<file path="src/rtl/uart_tx_ctrl.sv">
// UART transmit frame sequencer: start, LSB-first data, optional parity, stop; one bit per CLK.
// Optional macro UART_TX_STOP2_EN adds the STOP2 input for a two-cycle stop phase.
module uart_tx_ctrl #(
  parameter int DATA_WIDTH = 8,
  parameter int SEL_WIDTH  = 2
) (
  input  logic                  CLK,
  input  logic                  RST,
  input  logic [DATA_WIDTH-1:0] P_DATA,
  input  logic                  DATA_VALID,
  input  logic                  PAR_EN,
  input  logic                  PAR_TYP,
`ifdef UART_TX_STOP2_EN
  input  logic                  STOP2,
`endif
  output logic [SEL_WIDTH-1:0]  MUX_SEL,
  output logic                  SER_DATA,
  output logic                  PAR_BIT,
  output logic                  BUSY
);

  localparam int CNT_W = $clog2(DATA_WIDTH);

  localparam logic [2:0] ST_IDLE   = 3'd0;
  localparam logic [2:0] ST_START  = 3'd1;
  localparam logic [2:0] ST_DATA   = 3'd2;
  localparam logic [2:0] ST_PARITY = 3'd3;
  localparam logic [2:0] ST_STOP   = 3'd4;

  localparam logic [SEL_WIDTH-1:0] SEL_START  = SEL_WIDTH'(0);
  localparam logic [SEL_WIDTH-1:0] SEL_DATA   = SEL_WIDTH'(1);
  localparam logic [SEL_WIDTH-1:0] SEL_PARITY = SEL_WIDTH'(2);
  localparam logic [SEL_WIDTH-1:0] SEL_STOP   = SEL_WIDTH'(3);

  localparam logic [CNT_W-1:0] LAST_BIT = CNT_W'(DATA_WIDTH - 1);

  logic [2:0]            state;
  logic [DATA_WIDTH-1:0] shift_reg;
  logic [CNT_W-1:0]      bit_cnt;
  logic                  par_reg;
  logic                  par_en_q;
  logic                  accept;
`ifdef UART_TX_STOP2_EN
  logic                  stop2_q;
  logic                  stop_second;
`endif

  function automatic logic parity_of(input logic [DATA_WIDTH-1:0] d, input logic odd);
    return (^d) ^ odd;
  endfunction

  // A stop phase still owing its second cycle cannot accept a new frame.
  always_comb begin
    accept = 1'b0;
    if (DATA_VALID) begin
      if (state == ST_IDLE) begin
        accept = 1'b1;
      end else if (state == ST_STOP) begin
`ifdef UART_TX_STOP2_EN
        accept = !(stop2_q && !stop_second);
`else
        accept = 1'b1;
`endif
      end
    end
  end

  always_ff @(posedge CLK or negedge RST) begin
    if (!RST) begin
      state     <= ST_IDLE;
      shift_reg <= '0;
      bit_cnt   <= '0;
      par_reg   <= 1'b0;
      par_en_q  <= 1'b0;
`ifdef UART_TX_STOP2_EN
      stop2_q     <= 1'b0;
      stop_second <= 1'b0;
`endif
    end else if (accept) begin
      shift_reg <= P_DATA;
      par_reg   <= parity_of(P_DATA, PAR_TYP);
      par_en_q  <= PAR_EN;
      state     <= ST_START;
`ifdef UART_TX_STOP2_EN
      stop2_q     <= STOP2;
      stop_second <= 1'b0;
`endif
    end else begin
      case (state)
        ST_START: begin
          bit_cnt <= '0;
          state   <= ST_DATA;
        end
        ST_DATA: begin
          shift_reg <= shift_reg >> 1;
          // Counter holds at the last bit so it never wraps.
          if (bit_cnt == LAST_BIT) begin
            state <= par_en_q ? ST_PARITY : ST_STOP;
          end else begin
            bit_cnt <= bit_cnt + 1'b1;
          end
        end
        ST_PARITY: state <= ST_STOP;
        ST_STOP: begin
`ifdef UART_TX_STOP2_EN
          if (stop2_q && !stop_second) begin
            stop_second <= 1'b1;
          end else begin
            stop_second <= 1'b0;
            state       <= ST_IDLE;
          end
`else
          state <= ST_IDLE;
`endif
        end
        ST_IDLE: state <= ST_IDLE;
        default: state <= ST_IDLE;
      endcase
    end
  end

  always_comb begin
    MUX_SEL = SEL_STOP;
    case (state)
      ST_START:  MUX_SEL = SEL_START;
      ST_DATA:   MUX_SEL = SEL_DATA;
      ST_PARITY: MUX_SEL = SEL_PARITY;
      default:   MUX_SEL = SEL_STOP;
    endcase
  end

  assign SER_DATA = shift_reg[0];
  assign PAR_BIT  = par_reg;
  assign BUSY     = (state != ST_IDLE);

endmodule

</file>
<file path="config.mk">
export PLATFORM = sky130hd
export DESIGN_NAME = uart_tx_ctrl
export DESIGN_NICKNAME = d
export VERILOG_FILES = /design/src/rtl/uart_tx_ctrl.sv
export SDC_FILE = /design/constraint.sdc
export NUM_CORES = 1
export LEC_CHECK = 0
export BUFFER_PORTS_ARGS = -buffer_cell sky130_fd_sc_hd__clkbuf_2
export CAP_MARGIN = 5
export CORE_MARGIN = 2
export CORE_UTILIZATION = 40
export CTS_CLUSTER_SIZE = 14
export DETAILED_ROUTE_END_ITERATION = 6
export MAX_ROUTING_LAYER = met4
export PLACE_DENSITY = 0.7
export SETUP_SLACK_MARGIN = 0.02
export SLEW_MARGIN = 20
export SYNTH_ARGS = -nofsm -noshare
export SYNTH_HDL_FRONTEND = slang
export SYNTH_SLANG_ARGS = --single-unit
</file>
<file path="constraint.sdc">
create_clock -name CLK -period 2.5 [get_ports CLK]
set_input_delay 0.5 -clock CLK [delete_from_list [all_inputs] [get_ports CLK]]
set_output_delay 0.5 -clock CLK [all_outputs]
set_load 0.1 [all_outputs]
</file>
==> results.md, run 1 <==
- Max_slew headroom: roughly three fifths
- Skew-Pair Late Insertion Delay: between 0.2 and 0.3 ns
- Crit-path max FO: 13
- Post-synth top area share: 46.0%
- CTS Buffer Depth: 2
- Fin Setup TNS: 0 ns
- Period utilization: 82.5%
- Largest cells by area after synthesis: dfrtp_1 (46%), mux2i_1 (8.0%), a21oi_1 (6.3%)
- Worst Hold Class: input pin to asynchronous set/reset pin
- Fin worst setup slack: around 0.44 ns
- Startpoint Class: flop
- Post-CTS sizing: 0
- Tmin final: approximately 2.1 ns
- GRT overflow: 0
- Drt first-iter violations: 16
- Metal3 WL: ~52 microns
- Ant diodes: 0
- Die Height: 50.7 microns
- Residual DRC: 0
- Starting Density: about 43%
- Root Buffer: clkbuf_4
- Die X: about 50 microns
- Largest net degree at the start of global routing: 17
- Yosys cell types: 22
- Final WL: about 1500 microns
- Seq cells post-synth: 16
- First-pass detailed-route iteration total: 3
- Max-cap violations: 0
- Vias in the first global route: between 600 and 700
- Syn Area/Cell: ~10 sq um
- Mapped cell area: between 800 and 900 sq um
- Average wire per standard cell: ~12 microns
- Slew @ Worst Pin: 0.604 ns
- Worst r2r src: state[1]$_DFFE_PN0P_
- Critical R2R Capture: shift_reg[6]$_DFFE_PN0P_
- Crit path kind: flop to primary output
- Unrepaired setup endpoints after global routing: no
- Inserted Clock Buffers: 3
- Final Cell Area: around 1000 sq um
- GRT Total Usage: around 15%
- Die footprint: 2570 sq um
- DR vias/cell: between 4 and 5
- Top sig layer: met4
- IO Pins: 18
- First-pass GRT wire length: between 2000 and 3000 microns
- Cell taking the most area after synthesis: dfrtp_1
- Critical Path RT: 2.00 ns
- Final Util: between 50% and 60%
- Critical path endpoint category: primary output
- Final setup fails: 0
- Max Freq: a little under 500 MHz
- DP HPWL: between 1000 and 1500 microns
- Max reg flops: 8
- H-tree levels: 1
- Post-CTS Setup Inserts: 0
- CTS Sinks: 16
- Clock transition at path regs: approximately 0.1 ns
- Status: completed
- CTS tree: built
- DP Area: approximately 1000 sq um
- Cells after synthesis: 87
- Reg-to-reg slack, setup: around 0.97 ns
- Filler Cell Count: approximately 190
- Final Hold Viols: 0
- Slew Limit Fails: 0
- Share of layout cells above drive strength 1: between 20% and 30%
- Reg2reg path depth: 4
- Final-stage net count: between 100 and 150
- Area grow syn2layout: 15.7%
- Met2 wire length: 735 microns
- Antenna violations before repair: 0
- Rows: 16
- Vias: 644
- Synthesis warning total: 0
- Multi-input gate area: about 430 sq um
- Syn nets: around 100
- GPL Wtd Cong: a little over 0.8
- Routed met1 length: ~700 microns
- Critical Path AT: around 1.6 ns
- CTS hold repair buffers: 0
- Skew final: roughly 0.0029 ns
- Port-buffer cells: 17
- Register area: about 400 sq um
- Core area: 2000 sq um
- DRT antenna net count: 0
- Pre-CTS setup slack: roughly 0.77 ns
- Seq/Total Area, Yosys: between 40% and 50%
## layout by cell type (no fill, tap or decap), types with 2 or more instances in the layout
cell      instances
clkbuf_2         17
dfrtp_1          16
nor2_1           11
a21oi_1          11
mux2i_1           7
o21ai_0           6
nand2b_1          5
xnor2_1           5
inv_1             4
nand2_1           4
clkbuf_4          3
xor2_1            2
a22oi_1           2
ha_1              2
## worst max-delay path by stage
stage | start | to | slack (ns)
CTS | state[0]$_DFFE_PN0P_ | MUX_SEL[1] | 0.43
finish | state[0]$_DFFE_PN0P_ | MUX_SEL[1] | 0.44
floorplan | state[0]$_DFFE_PN0P_ | MUX_SEL[1] | 0.54
global placement | state[0]$_DFFE_PN0P_ | MUX_SEL[1] | 0.79
global route | state[0]$_DFFE_PN0P_ | MUX_SEL[1] | 0.34
detailed placement | state[0]$_DFFE_PN0P_ | MUX_SEL[1] | 0.77
## through the flow
stage          std cells  hold slack [ns]
2_1_floorplan         87            0.204
3_3_place_gp         128            0.449
3_5_place_dp         128            0.450
4_1_cts              132            0.118
5_1_grt              132            0.123
6_report             132            0.110
## cell usage after synthesis
library cell and instances:
dfrtp_1 16, a21oi_1 11, nor2_1 11, mux2i_1 7, o21ai_0 6, nand2b_1 5, xnor2_1 5, inv_1 4
nand2_1 4, buf_4 3, a22oi_1 2, ha_1 2, xor2_1 2, a21oi_2 1, clkbuf_1 1, mux2_4 1
nand4_1 1, nand4b_1 1, nor3_1 1, nor3b_2 1, or3_1 1, xnor3_1 1
## critical path: stages, from the launching register on
cell and delay (ns):
dfrtp_1 0.53, xor2_1 0.20, nand2b_1 0.09, clkbuf_2 0.45
## layout make-up
| cell class | instances | area share, % |
|---|---|---|
| Tap cell | 27 | 3.35 |
| Clock buffer | 4 | 3.60 |
| Multi-Input combinational cell | 63 | 42.6 |
| Sequential cell | 16 | 39.8 |
| Inverter | 4 | 1.49 |
| Timing Repair Buffer | 18 | 9.19 |
## cells by family after synthesis
group           count (synthesis)  share of synthesized area [%]
simple gates                   25                           14.5
compound gates                 20                           12.5
flops                          16                           46.0
xor+xnor                        8                           9.63
buf+inv                         8                           4.74
mux                             8                           9.77
fa+ha+maj                       2                           2.87
## metal layers
| layer | up-vias | GRT usage (%) |
|---|---|---|
| met3 | 4 | 3.57 |
| li1 | 332 | - |
| met5 | - | - |
| met1 | 300 | 19.5 |
| met4 | 0 | 10.4 |
| met2 | 8 | 21.3 |
Power of run 1 is not shown: default switching activity piles up to over one toggle a cycle in this logic, so the estimate is an artifact.
==> run 2: changes to the inputs <==
ABC_AREA = 1   (was not set)
clock period = 2.14 ns   (was 2.5 ns; I/O delays follow)
==> run 2 against run 1 <==
Via count increased by 25%. Hold slack lost 0.060 ns. Clock skew is 0.0019 ns lower. Synthesized cell count increased by 41%. First-iteration DRC count down 38%. Die area up 3.0%. Worst setup slack got worse by 0.26 ns. Critical endpoint is now MUX_SEL[0].
==> results.md, run 2 <==
- Core area: around 2200 sq um
- Starting Density: between 40% and 50%
- Residual DRC: 0
- Final-stage net count: roughly 160
- Area grow syn2layout: 17.4%
- Cells after synthesis: between 100 and 150
- Post-CTS Setup Inserts: 0
- VDD IR max: between 0.8 and 0.9 mV
- Period utilization: 91.6%
- Lkg Pwr: 0.582 nW
- Filler Cell Count: around 230
- Clock transition at path regs: 0.09 ns
- Delay of the slowest critical-path stage: around 0.45 ns
- Slew @ Worst Pin: roughly 0.54 ns
- Drt first-iter violations: 10
- Inserted Clock Buffers: 3
- Synth top cells by count: nand2_1 (38), inv_1 (17), dfrtp_1 (16)
- H-tree levels: 1
- GRT Total Usage: between 15 and 20%
- Critical Path AT: around 1.5 ns
- Tmin final: between 1.5 and 2 ns
- Largest net degree at the start of global routing: 17
- Ys flop type: dfrtp_1
- Final setup fails: 0
- First-pass GRT wire length: 3170 microns
- IO Pins: 18
- CTS Sinks: 16
- DR vias/cell: around 4.8
- Final Hold Viols: 0
- Mapped cell area: 900 sq um
- Max reg flops: 8
- Worst Path Buf+Inv: 2
- CTS hold repair buffers: 0
- Average wire per standard cell: 10.2 microns
- Seq cells post-synth: 16
- Rows: 17
- Slew Limit Fails: 0
- Share of layout cells above drive strength 1: 18.4%
- Port-buffer cells: 17
- CTS tree: built
- Critical path endpoint category: primary output
- DRT antenna net count: 0
- Die Height: between 50 and 60 microns
- GPL Wtd Cong: 0.745
- Unrepaired setup endpoints after global routing: no
- Synthesis warning total: 0
- DP HPWL: roughly 1300 microns
- CP delay by family, top: flip-flops
- CTS Buffer Depth: 2
- Post-synth ARST share: 100%
- Die footprint: 2640 sq um
- Total power draw: 0.00175 W
- Ant diodes: 0
- Top-count cell post-synth: nand2_1
- Startpoint Class: flop
- Fin Setup TNS: 0 ns
- Commonest non-fill, non-tap cells in the layout: nand2_1 (38), inv_1 (17), dfrtp_1 (16), clkbuf_2 (16)
- Max-cap violations: 0
- Syn Area/Cell: ~7.3 sq um
- Die X: around 51 microns
- CP Cell Sequence: nor3_4 > inv_2 > o21ai_2 > buf_12
- Syn nets: 138
- Worst Hold Class: input pin to asynchronous set/reset pin
- Max_slew headroom: between 60 and 70%
- Post-CTS sizing: 0
- Crit-path max FO: 11
- Critical Path RT: around 1.7 ns
- Crit path kind: flop to primary output
- Cell taking the most area after synthesis: dfrtp_1
- Skew final: approximately 0.0011 ns
- Largest cells by area after synthesis: dfrtp_1 (45%), nand2_1 (16%), inv_1 (7.1%)
- Post-synth EDFFs: 0
- Skew-Pair Late Insertion Delay: between 0.2 and 0.3 ns
- Status: completed
- First-pass detailed-route iteration total: 4
- Commonest non-fill, non-tap cell in the layout: nand2_1
- Final WL: about 1700 microns
- Post-synth top area share: between 40% and 50%
- Seq/Total Area, Yosys: approximately 45%
- Critical-path top delay cell: dfrtp_1
- Yosys cell types: 17
- GRT overflow: 0
- Antenna violations before repair: 0
- Root Buffer: clkbuf_4
- Power Density: 1660 nW/um^2
- Vias: 808
- Vias in the first global route: a little under 800
- Max Freq: between 500 and 600 MHz
[run 2: cell types whose count changed after synthesis, moves of 3 or more]
cell and delta:
nand2_1 +34, o21ai_1 +3, a21oi_1 -4, inv_1 +13
xnor2_1 -5, mux2i_1 -7, nand3_1 +6, buf_4 -3
o21ai_0 +6, nand2b_1 -5
[run 2: worst paths after layout]
path                                 startpoint                       end  slack (ns)  depth (start not counted)
hold reg to reg             PAR_BIT$_DFFE_PN0P_       PAR_BIT$_DFFE_PN0P_        0.48                          2
setup / recovery           state[0]$_DFFE_PN0P_                MUX_SEL[0]        0.18                          4
min in group CLK                         PAR_EN      par_en_q$_DFFE_PN0P_        0.36                          3
hold / removal                              RST    bit_cnt[2]$_DFFE_PN0P_        0.05                          1
setup reg to reg           state[0]$_DFFE_PN0P_  shift_reg[2]$_DFFE_PN0P_        0.59                          5
max in group asynchronous                   RST      par_en_q$_DFFE_PN0P_        1.80                          1
[run 2: power breakdown]
group          switching, W  internal, W
logic              0.000774     0.000259
clock network     0.0000918     0.000104
registers         0.0000790     0.000442
[run 2: final cells by class]
class	instances	area [sq um]	area share (%)
multi-input combinational	86	417	39.5
tap	28	35.0	3.32
clock buffer	4	36.3	3.44
inverter	18	67.6	6.40
sequential	16	400	37.9
timing repair buffer	17	100	9.48
[run 2: logic make-up (layout without fill, tap and decap cells)]
group / count (synthesis) / count (layout) / synth area share (%)
xor gates and xnor gates: 1 / 1 / 0.974
and+or+nand+nor: 59 / 59 / 28.0
buffers and inverters: 21 / 39 / 9.87
DFF: 16 / 16 / 44.5
AOI/OAI and AO/OA: 24 / 24 / 13.9
adders and majority gates: 2 / 2 / 2.78
[run 2: routing by layer]
metal | vias up | share of wire, % | track usage [%]
li1 | 424 | - | -
met1 | 364 | 50 | 21.6
met2 | 20 | 45 | 23.7
met3 | 0 | 5.0 | 5.26
met4 | 0 | 0 | 4.82
met5 | - | 0 | -
[run 2: metrics by stage]
stage | instances | hold slack, ns | worst slack (ns) | area, sq um | util, %
floorplan | 123 | 0.132 | 0.300 | 906 | -
global placement | 165 | 0.370 | 0.522 | 1020 | 47.0
detailed placement | 165 | 0.376 | 0.481 | 1020 | 47.0
CTS | 169 | 0.0563 | 0.163 | 1060 | 48.7
global route | 169 | 0.0687 | 0.0806 | 1060 | 48.7
finish | 169 | 0.0501 | 0.180 | 1060 | 48.7
Power figures use the tool's default switching activity.
